### src/rtl/bp_pkg.sv
// Shared constants and helpers for the fetch-stage branch predictor.
// Mode encodings and the weak-taken / weak-not-taken counter seeds.
package bp_pkg;

   localparam int MODE_STATIC  = 0;
   localparam int MODE_BIMODAL = 1;
   localparam int MODE_GSHARE  = 2;

   function automatic int weak_t(input int cnt_w);
      return 1 << (cnt_w - 1);
   endfunction

   function automatic int weak_nt(input int cnt_w);
      return (1 << (cnt_w - 1)) - 1;
   endfunction

endpackage

### src/rtl/bp_sat_ctr.sv
// Combinational next-value saturating up/down counter used on the
// predictor update path; sticks at all-zeros and all-ones.
module bp_sat_ctr #(
   parameter int CNT_W = 2
) (
   input  logic [CNT_W-1:0] cnt,
   input  logic             up,
   output logic [CNT_W-1:0] cnt_nxt
);

   always_comb begin
      cnt_nxt = cnt;
      if (up) begin
         if (cnt != {CNT_W{1'b1}}) cnt_nxt = cnt + CNT_W'(1);
      end else begin
         if (cnt != {CNT_W{1'b0}}) cnt_nxt = cnt - CNT_W'(1);
      end
   end

endmodule

### src/rtl/syn_branch_predictor.sv
// Tagged direct-mapped branch predictor for the fetch stage: static,
// bimodal or gshare lookup, resolution-time update, quality statistics.
module syn_branch_predictor
   import bp_pkg::*;
#(
   parameter int PC_W  = 10,
   parameter int IDX_W = 4,
   parameter int TAG_W = 4,
   parameter int CNT_W = 2,
   parameter int MODE  = 1,
   parameter int GHR_W = 4
) (
   input  logic             clk,
   input  logic             rst,
   input  logic             en,
   input  logic             flush,
   input  logic [PC_W-1:0]  lkp_pc,
   output logic             pred_hit,
   output logic             pred_taken,
   output logic [PC_W-1:0]  pc_guessed,
   input  logic             upd_en,
   input  logic [PC_W-1:0]  upd_pc,
   input  logic             upd_taken,
   input  logic [PC_W-1:0]  upd_target,
   input  logic             upd_mispred,
   output logic [GHR_W-1:0] ghr,
   output logic [31:0]      stat_updates,
   output logic [31:0]      stat_mispreds
);

   localparam int ENTRIES = 1 << IDX_W;
   localparam logic [CNT_W-1:0] WEAK_T  = CNT_W'(weak_t(CNT_W));
   localparam logic [CNT_W-1:0] WEAK_NT = CNT_W'(weak_nt(CNT_W));

   function automatic logic [31:0] sat_inc32(input logic [31:0] v);
      return (v == 32'hFFFF_FFFF) ? v : v + 32'd1;
   endfunction

   logic             tbl_vld [ENTRIES];
   logic [CNT_W-1:0] tbl_cnt [ENTRIES];
   logic [TAG_W-1:0] tbl_tag [ENTRIES];
   logic [PC_W-1:0]  tbl_tgt [ENTRIES];

   logic [GHR_W-1:0] ghr_q;
   logic [31:0]      stat_upd_q;
   logic [31:0]      stat_mis_q;

   // History only folds into the index in gshare mode.
   logic [IDX_W-1:0] ghr_idx;
   assign ghr_idx = (MODE == MODE_GSHARE) ? IDX_W'(ghr_q) : '0;

   // Lookup: combinational off the fetch PC.
   logic [IDX_W-1:0] lkp_idx;
   logic [TAG_W-1:0] lkp_tag;
   assign lkp_idx = lkp_pc[IDX_W-1:0] ^ ghr_idx;
   assign lkp_tag = lkp_pc[IDX_W+TAG_W-1:IDX_W];

   assign pred_hit   = tbl_vld[lkp_idx] && (tbl_tag[lkp_idx] == lkp_tag);
   assign pred_taken = (MODE != MODE_STATIC) && pred_hit && tbl_cnt[lkp_idx][CNT_W-1];
   assign pc_guessed = pred_taken ? tbl_tgt[lkp_idx] : lkp_pc + PC_W'(1);

   // Update: index from the pre-shift history, one counter step per branch.
   logic [IDX_W-1:0] upd_idx;
   logic [TAG_W-1:0] upd_tag;
   logic             upd_hit;
   logic [CNT_W-1:0] cnt_step;
   logic             do_flush;
   logic             accept;
   logic             tbl_wr;
   logic             unused_upd_pc;

   assign upd_idx       = upd_pc[IDX_W-1:0] ^ ghr_idx;
   assign upd_tag       = upd_pc[IDX_W+TAG_W-1:IDX_W];
   assign upd_hit       = tbl_vld[upd_idx] && (tbl_tag[upd_idx] == upd_tag);
   assign do_flush      = en && flush;
   assign accept        = en && upd_en && !flush;
   assign tbl_wr        = accept && (MODE != MODE_STATIC) && (upd_hit || upd_taken);
   assign unused_upd_pc = ^upd_pc;

   bp_sat_ctr #(
      .CNT_W (CNT_W)
   ) u_upd_ctr (
      .cnt     (tbl_cnt[upd_idx]),
      .up      (upd_taken),
      .cnt_nxt (cnt_step)
   );

   // Control state: valid bits, counters, history, statistics.
   always_ff @(posedge clk or posedge rst) begin
      if (rst) begin
         for (int i = 0; i < ENTRIES; i++) begin
            tbl_vld[i] <= 1'b0;
            tbl_cnt[i] <= WEAK_NT;
         end
         ghr_q      <= '0;
         stat_upd_q <= '0;
         stat_mis_q <= '0;
      end else if (do_flush) begin
         for (int i = 0; i < ENTRIES; i++) begin
            tbl_vld[i] <= 1'b0;
            tbl_cnt[i] <= WEAK_NT;
         end
         ghr_q <= '0;
      end else if (accept) begin
         stat_upd_q <= sat_inc32(stat_upd_q);
         if (upd_mispred) stat_mis_q <= sat_inc32(stat_mis_q);
         if (tbl_wr) begin
            tbl_vld[upd_idx] <= 1'b1;
            tbl_cnt[upd_idx] <= upd_hit ? cnt_step : WEAK_T;
         end
         if (MODE == MODE_GSHARE) ghr_q <= GHR_W'({ghr_q, upd_taken});
      end
   end

   // Tag/target payload carries no reset; the valid bit qualifies it.
   always_ff @(posedge clk) begin
      if (tbl_wr && upd_taken) begin
         tbl_tag[upd_idx] <= upd_tag;
         tbl_tgt[upd_idx] <= upd_target;
      end
   end

   assign ghr           = ghr_q;
   assign stat_updates  = stat_upd_q;
   assign stat_mispreds = stat_mis_q;

endmodule

### config.mk
export PLATFORM = sky130hd
export DESIGN_NAME = syn_branch_predictor
export DESIGN_NICKNAME = d
export VERILOG_FILES = /design/src/rtl/bp_pkg.sv /design/src/rtl/bp_sat_ctr.sv /design/src/rtl/syn_branch_predictor.sv
export SDC_FILE = /design/constraint.sdc
export NUM_CORES = 1
export LEC_CHECK = 0
export BUFFER_PORTS_ARGS = -buffer_cell sky130_fd_sc_hd__buf_2
export CAP_MARGIN = 20
export CORE_UTILIZATION = 55
export DETAILED_ROUTE_END_ITERATION = 10
export PLACE_DENSITY = 0.83
export SETUP_SLACK_MARGIN = 0.05
export SYNTH_ARGS = -nofsm -noshare
export SYNTH_HDL_FRONTEND = slang
export SYNTH_SLANG_ARGS = --single-unit
export TNS_END_PERCENT = 20
### constraint.sdc
create_clock -name clk -period 4.3 [get_ports clk]
set_input_delay 0.645 -clock clk [delete_from_list [all_inputs] [get_ports clk]]
set_output_delay 0.645 -clock clk [all_outputs]
set_load 0.1 [all_outputs]
* Yosys cells after proc, flatten, opt, wreduce, memory -nomap -nowiden
Memories as Yosys holds them, arrays and structs flattened.
Cells that the tools add are included.
** Operators by class
- Equality and inequality tests :: 5
- Reductions and logical operators :: 17
- Muxes and demuxes :: 30
- $lt $le $gt $ge :: 3
- $add $sub $neg :: 5
- Bitwise logic cells :: 6
** Operators by type and width (count)
- $mux 32 :: 3
- $add 32x1->32 const B :: 2
- $eq 32x32->1 const B :: 2
- $mux 16 :: 3
- $bwmux 32 :: 1
- $mux 2 :: 9
- $bmux 2 s4 :: 2
- $or 16x16->16 :: 1
- $add 10x1->10 const B :: 1
- $ge 5x5->1 const B :: 2
- $mux 10 :: 1
- $not 4->5 :: 2
- $logic_and 1x1->1 :: 9
- $bmux 1 s4 :: 2
- $demux 2 s4 :: 1
- $eq 4x4->1 :: 2
- $mux 1 :: 7
- $reduce_bool 2->1 :: 3
- $lt 5x1->1 const B :: 1
- $demux 1 s4 :: 1
- $reduce_and 4->1 :: 1
- $not 1->1 :: 3
- $reduce_and 3->1 :: 1
- $add 2x1->2 const B :: 1
- other kinds (5) :: 5
** Storage, ports and cells
- Output and inout bits :: 80
- Input port bits :: 37
- RAM bits :: 224
- Memories kept :: 2
- Register bits :: 112
- Word-level logic and storage cells :: 102
** Memories
- tbl_tgt :: depth 16, bits a word 10, rd ports 1, clocked after memory_dff 0, wr ports 1, line syn_branch_predictor.sv:42 : logic [PC_W-1:0] tbl_tgt [ENTRIES];
- tbl_tag :: depth 16, bits a word 4, rd ports 2, clocked after memory_dff 0, wr ports 1, line syn_branch_predictor.sv:41 : logic [TAG_W-1:0] tbl_tag [ENTRIES];

* Depth between registers and ports, before layout
Gate-level depths: netlist of the first run.
- Word-level depth :: 12
- Gate-level depth with buffers :: 11
- Gate-level depth less buffers :: 7

* Cells and area by module
Synthesis of the first run repeated with hierarchy kept, for this count alone.
** Unflattened totals
- Cell total of the unflattened synthesis :: 930
- Area, all modules :: 15060.7 sq um
** By module, submodules not included
- syn_branch_predictor :: instances 1, cells an instance 927, area each 15034.4 sq um, sequential area each 9549.2 sq um
- bp_sat_ctr :: instances 1, cells an instance 3, area each 26.3 sq um, sequential area each 0.0 sq um

* Least setup slack after synthesis of the first run
No wires, ideal clock.
- Path type :: in2out
- Start :: input lkp_pc[0]
- End :: output pc_guessed[0]
- Required time :: 3655 ps
- Buffers on the path :: 3
- Data arrival time :: 5059 ps
- Stages on the path :: 9
- Slack :: -1404 ps
- Path through :: buf_6 -> buf_6 -> mux4_2 -> mux4_2 -> xor2_1 -> nor4_4 -> nand2_2 -> buf_6 -> mux2i_1
** Between the ends
- Longest elaborated chain between the ends :: 7
- Elaborated cells between the ends (all ways) :: 14
- Those cells by class :: add/sub (1); eq/ne (1); mux (7); bitwise (1); reduce/logical (2); memory (2)
** RTL lines
- from (decl) :: line syn_branch_predictor.sv:17 : input logic [PC_W-1:0] lkp_pc,
- parallel branches: the longest is 4 deep, another holds $mem_v2 16x4
- $logic_and 1x1->1 * :: line syn_branch_predictor.sv:58 : assign pred_hit = tbl_vld[lkp_idx] && (tbl_tag[lkp_idx] == lkp_tag);
- named net pred_hit :: line syn_branch_predictor.sv:18 : output logic pred_hit,
- $logic_and 1x1->1 * :: line syn_branch_predictor.sv:59 : assign pred_taken = (MODE != MODE_STATIC) && pred_hit && tbl_cnt[lkp_idx][CNT_W-1];
- $mux 10 * :: line syn_branch_predictor.sv:60 : assign pc_guessed = pred_taken ? tbl_tgt[lkp_idx] : lkp_pc + PC_W'(1);
- to (decl) :: line syn_branch_predictor.sv:20 : output logic [PC_W-1:0] pc_guessed,
Mark *: on every way through the listed nets, which the timed path passes. The select of a mux whose other input is x is not followed.

* Final worst setup path of the first run
- Start :: input lkp_pc[0]
- End :: output pc_guessed[5]
** Between the ends
- Longest elaborated chain between the ends :: 7
- Elaborated cells between the ends (all ways) :: 14
- Those cells by class :: add/sub (1); eq/ne (1); mux (7); bitwise (1); reduce/logical (2); memory (2)
** RTL lines (line)
- parallel branches: the longest is 6 deep, another holds $mem_v2 16x4
- $mux 10 * :: syn_branch_predictor.sv:60
Every way passes the cells marked *. The select of a mux whose other input is x is not followed.

==> impl_metrics.py, run 1 <==
metrics = {
    "worst_setup_path": {
        "ff2ff_path_depth": 8,
        "crit_required_ns": 3.65,
        "crit_type": "in -> out",
        "endpoint_kind": "primary output",
        "cp-start-kind": "input port",
        "timing.rr.start": "tbl_tag[15][1]",
        "cp.arrival_ns": 3.43,
        "r2r_slack_ns": 1.33,
        "cp-endpoint": "pc_guessed[5]",
        "crit_start": "lkp_pc[0]",
        "timing.rr.end": "tbl_cnt[3]",
        "path_max_fanout": 14,
    },
    "floorplanning": {
        "io_pins": 117,
        "fp.dieW_um": 168,
        "core_um2": 27000,
        "die_h_um": 168,
        "die_area_um2": 28200,
        "rows": 60,
        "start_util": 0.561,
    },
    "routing": {
        "wl_per_cell_um": 25.3,
        "first_pass_iters": 6,
        "drtIter0Drc": 847,
        "routed_wl_mm": 36.1,
        "vias": 9298,
        "via_per_inst": 6.51,
        "remaining_drc_errors": 0,
        "postRouteAntennaNets": 0,
    },
    "logic_synthesis": {
        "ys_types": 59,
        "synth_cells": 918,
        "synth_common_cells": "edfxtp_1 (224), mux4_2 (105), dfrtp_1 (96), xnor2_1 (51), nand2_1 (50)",
        "synthFlopType": "edfxtp_1",
        "synth_edf_count": 224,
        "syn_avg_cell_area_um2": 16.5,
        "ys_async_sr_fraction": 0.333,
        "synthTopCellsByArea": "edfxtp_1 (44%), dfrtp_1 (16%), mux4_2 (16%)",
        "synth_top_cell_area_share": 0.443,
        "yosys_warnings": 0,
        "synth.largest_area_cell": "edfxtp_1",
        "ys_seq_area_frac": 0.629,
        "syn_area_um2": 15200,
        "ys_ff_latch": 336,
        "yosysMostFrequentCell": "edfxtp_1",
    },
    "power": {
        "clkPwrFrac": 0.410,
        "leakage_nw": 6.64,
        "intPower_mw": 5.61,
        "peakVddDrop_mv": 0.522,
        "p_comb_frac": 0.116,
        "power.density_nw_per_um2": 427,
        "p_sw_mw": 1.92,
        "swShare": 0.255,
        "pwr-share-seq": 0.474,
    },
    "cells_and_area": {
        "fin_area_um2": 17700,
        "syn2layout_area_growth_pct": 16.4,
        "post-route-util": 0.653,
        "layout.nets": 1101,
        "fin_cells": 1428,
        "final_layout_size_suffix_gt1_frac": 0.338,
        "seqCellArea_um2": 9550,
        "nFillCells": 1782,
        "multi_input_area_um2": 5350,
    },
    "flow_run": {
        "cap_viol_max_count": 0,
    },
    "clock_tree": {
        "htree_levels": 2,
        "cts_tree": "done",
        "cts_buffers": 35,
        "cts.clk_slew.worst_paths_ns": 0.06,
        "clockRootBuffer": "clkbuf_16",
        "clock_path_buffers": 3,
        "clock_sinks": 336,
        "clk_latency_ns": 0.52,
    },
    "timing": {
        "rsz0062_at_grt": "no",
        "hold_viol": 0,
        "max_freq_ghz": 0.245,
        "holdWs_ns": 0.308,
        "period_minus_slack_ns": 4.08,
        "setup_viol": 0,
        "skew_ns": 0.0152,
        "final_max_slew_viol_count": 0,
        "worst_pin_slew_ns": 0.859,
        "min_period_over_period": 0.948,
        "relSlewSlack": 0.427,
        "setup_slack_ns": 0.224,
    },
    "place": {
        "portBuffers": 110,
        "place.gp.congestion": 0.869,
        "place_ws_ns": 0.150,
        "dp_hpwl_mm": 22.2,
        "dp.cells": 1364,
        "postPlaceCellArea_um2": 16400,
    },
    "hold_path": {
        "worstHoldPathType": "in -> async",
    },
    "grt": {
        "grt_remaining_overflow": 0,
        "grt_pass1_wl_mm": 56.0,
        "grt_pass1_vias": 9603,
        "grt_use_total": 0.265,
        "grt_start_max_net_pins": 74,
        "antenna_found_initial": 2,
    },
    "outcome": {
        "status": "completed",
    },
}
cell families after synthesis:
family	count (synthesis)	synth area share
DFF	336	0.629
and+or+nand+nor	240	0.0859
muxes	146	0.186
xor gates and xnor gates	74	0.0427
buffers and inverters	61	0.0208
AOI/OAI and AO/OA	56	0.0319
adders and majority gates	4	0.00313
other	1	0.000247
cell type report:
type	instances	share of cell area
antenna	1	0.000142
clock buffer	41	0.0527
clock inverter	21	0.0140
inverter	9	0.00205
multi-input combinational	524	0.303
sequential	336	0.541
tap	341	0.0242
timing repair buffer	155	0.0632
flip-flops by register name, indices dropped and copies added (netlist names):
register,cells
tbl_tgt,160
tbl_tag,64
stat_mispreds,32
stat_updates,32
tbl_cnt,32
tbl_vld,16
layer usage:
metal,track usage,up-vias,share of wire
met1,0.349,4745,0.38
li1,-,3886,-
met3,0.0550,117,0.094
met2,0.432,550,0.49
met5,0,-,0
met4,0.118,0,0.040
stage by stage:
stage | setup TNS (ns) | total power, mW
final | 0 | 7.54
after global routing | 0 | 7.74
after CTS | 0 | 7.57
after detailed placement | 0 | 4.50
after global placement | 0 | 4.48
after floorplan | -4.70 | 4.28
repair_timing:
item                                    CTS  global route
endpoints found under the setup margin    0             9
resized for setup                         0             1
hold buffers                              0             0
setup buffers                             0             0
worst min path at each step:
stage	endpoint
4_1_cts	stat_mispreds[1]
3_3_place_gp	stat_mispreds[9]
2_1_floorplan	tbl_vld[1]
6_report	stat_mispreds[1]
3_5_place_dp	stat_updates[8]
5_1_grt	stat_mispreds[9]
power by group through the flow:
stage               Combinational [mW]  Sequential [mW]  Clock [mW]
detailed placement               0.869             3.63           0
finish                           0.878             3.57        3.09
global route                     0.917             3.57        3.25
global placement                 0.852             3.63           0
CTS                              0.876             3.57        3.12
floorplan                        0.400             3.88           0
placed cells by master, fill, tap and decap left out, types with 23 or more instances in the layout:
| cell type | instances |
|---|---|
| nand3_1 | 37 |
| xor2_1 | 23 |
| mux4_2 | 105 |
| mux2i_1 | 29 |
| dfrtp_1 | 96 |
| nor2_1 | 47 |
| nand2_1 | 50 |
| buf_2 | 97 |
| edfxtp_1 | 224 |
| xnor2_1 | 51 |
| clkbuf_16 | 36 |
| buf_4 | 43 |
worst max-delay path, stage by stage:
cell     delay (ns)
buf_4          0.29
mux4_2         0.56
mux4_2         0.48
xnor2_1        0.18
nand2_1        0.12
nor4_4         0.37
nand2_4        0.23
mux2_4         0.37
buf_12         0.17
(Power assumes the default switching activity.)
==> inputs of run 2 (changes only) <==
--- a/config.mk
+++ b/config.mk
@@ -8,6 +8,7 @@
 export BUFFER_PORTS_ARGS = -buffer_cell sky130_fd_sc_hd__buf_2
 export CAP_MARGIN = 20
 export CORE_UTILIZATION = 55
+export CTS_BUF_LIST = sky130_fd_sc_hd__clkbuf_4 sky130_fd_sc_hd__clkbuf_8
 export DETAILED_ROUTE_END_ITERATION = 10
 export PLACE_DENSITY = 0.83
 export SETUP_SLACK_MARGIN = 0.05
==> impl_metrics.py, run 2 (synthesis gave the netlist of run 1 again) <==
metrics = {
    "clock_tree": {
        "clock_sinks": 336,
        "cts.clk_slew.worst_paths_ns": 0.06,
        "cts_buffers": 53,
        "postCtsSetupBuffers": 0,
        "clockRootBuffer": "clkbuf_8",
        "clock_path_buffers": 3,
        "clk_latency_ns": 0.60,
        "cts_tree": "done",
        "htree_levels": 2,
    },
    "cells_and_area": {
        "fin_area_um2": 17600,
        "post-route-util": 0.649,
        "reg_top3": "tbl_tgt: 160 flops, tbl_tag: 64 flops",
        "layout_commonest_cell": "edfxtp_1",
        "largest_reg_flops": 160,
        "final_layout_size_suffix_gt1_frac": 0.353,
        "syn2layout_area_growth_pct": 15.7,
        "top_register": "tbl_tgt",
        "layout.nets": 1119,
        "most-common-layout-cells": "edfxtp_1 (224), mux4_2 (105), buf_2 (97)",
    },
    "routing": {
        "postRouteAntennaNets": 0,
        "drtIter0Drc": 892,
        "routed_wl_mm": 34.8,
        "wl_per_cell_um": 23.8,
        "first_pass_iters": 5,
        "vias": 9187,
        "remaining_drc_errors": 0,
        "via_per_inst": 6.28,
    },
    "floorplanning": {
        "die_h_um": 168,
        "io_pins": 117,
        "core_um2": 27000,
        "start_util": 0.561,
        "die_area_um2": 28200,
        "rows": 60,
        "fp.dieW_um": 168,
    },
    "outcome": {
        "status": "completed",
    },
    "timing": {
        "min_period_over_period": 0.942,
        "setup_slack_ns": 0.250,
        "setup_tns_ns": 0,
        "worst_pin_slew_ns": 0.858,
        "skew_ns": 0.0413,
        "setup_viol": 0,
        "max_freq_ghz": 0.247,
        "hold_viol": 0,
        "relSlewSlack": 0.428,
        "period_minus_slack_ns": 4.05,
        "final_max_slew_viol_count": 0,
        "holdWs_ns": 0.256,
        "rsz0062_at_grt": "no",
    },
    "worst_setup_path": {
        "cp-start-kind": "input port",
        "path_max_fanout": 14,
        "endpoint_kind": "primary output",
        "cp_common_cell": "mux4_2",
        "r2r_slack_ns": 1.37,
        "timing.rr.end": "tbl_cnt[21]",
        "cp.arrival_ns": 3.40,
        "max_stage_delay_ns": 0.55,
        "path_cells": "buf_4 -> mux4_2 -> mux4_2 -> xnor2_1 -> nand2_1 -> nor4_4 -> nand2_4 -> mux2_4 -> buf_12",
        "crit_required_ns": 3.65,
        "crit_start": "lkp_pc[0]",
        "worst_path_max_delay_cell": "mux4_2",
        "ff2ff_path_depth": 8,
        "cp-endpoint": "pc_guessed[6]",
        "crit_type": "in -> out",
        "timing.rr.start": "tbl_tag[8][1]",
    },
    "place": {
        "postPlaceCellArea_um2": 16400,
        "place.gp.congestion": 0.869,
        "portBuffers": 110,
        "dp_hpwl_mm": 22.2,
        "place_ws_ns": 0.150,
    },
    "power": {
        "clkPwrFrac": 0.379,
        "leakage_nw": 6.63,
        "p_comb_frac": 0.122,
        "intPower_mw": 5.24,
        "peakVddDrop_mv": 0.621,
        "swShare": 0.267,
        "power.density_nw_per_um2": 407,
        "pwr-share-seq": 0.499,
        "p_sw_mw": 1.91,
    },
    "grt": {
        "grt_start_max_net_pins": 74,
        "antenna_found_initial": 1,
        "grt_pass1_wl_mm": 54.2,
        "grt_remaining_overflow": 0,
        "grt_use_total": 0.254,
        "grt_pass1_vias": 9586,
    },
    "flow_run": {
        "cap_viol_max_count": 0,
    },
    "hold_path": {
        "worstHoldPathType": "in -> async",
    },
}
==> run 2: changes by cell type in the layout (fill, tap and decap cells not counted) <==
cell / previous run / this run
clkbuf_8: 1 / 57
clkbuf_4: 0 / 16
clkinv_8: 1 / 0
clkinv_1: 4 / 14
clkbuf_1: 4 / 0
clkinv_2: 8 / 6
clkbuf_16: 36 / 0
bufinv_16: 5 / 2
clkinv_4: 1 / 0
inv_6: 1 / 0
inv_12: 0 / 1
==> run 2: how the worst min path moves through the flow <==
stage | endpoint | slack, ns | depth (start not counted)
6_report | stat_updates[22] | 0.26 | 2
5_1_grt | stat_updates[22] | 0.32 | 2
4_1_cts | stat_updates[23] | 0.27 | 2
3_5_place_dp | stat_updates[8] | 0.48 | 1
3_3_place_gp | stat_mispreds[9] | 0.47 | 1
2_1_floorplan | tbl_vld[1] | 0.47 | 1
==> run 2: worst max-delay path: cells and delay by family <==
kind                   cells  cell delay [ns]
XOR/XNOR                   1             0.18
buffers and inverters      2             0.45
multiplexers               3             1.40
AND/OR/NAND/NOR            3             0.71
==> run 2: timing repair <==
| action | in CTS | in global routing |
|---|---|---|
| gates resized for setup | 0 | 1 |
| setup endpoints to repair | 0 | 9 |
| hold buffers | 0 | 0 |
==> run 2: metal layers <==
layer / wire length (µm) / global-route usage
met1: 13600 / 0.336
met2: 17300 / 0.424
met3: 2810 / 0.0463
met4: 1030 / 0.100
met5: 0 / 0
==> run 2: area by class of cell <==
type	instances	area [µm²]
inverters	9	36.3
multi-input cells	524	5350
repair buffers	155	1120
fillers	1810	9470
well taps	341	427
flip-flops and latches	336	9550
clock buffers	73	905
diodes	1	2.50
clock inverters	24	166
==> run 2: stage by stage <==
stage,std cells,power [mW]
global route,1463,7.37
floorplan,921,4.28
detailed placement,1364,4.50
CTS,1461,7.19
finish,1463,7.15
global placement,1364,4.48
==> run 2: power groups by stage <==
stage | Clock (mW) | Combinational [mW] | Sequential, mW
4_1_cts | 2.75 | 0.871 | 3.57
3_5_place_dp | 0 | 0.869 | 3.63
5_1_grt | 2.88 | 0.913 | 3.57
2_1_floorplan | 0 | 0.400 | 3.88
3_3_place_gp | 0 | 0.852 | 3.63
6_report | 2.71 | 0.872 | 3.57
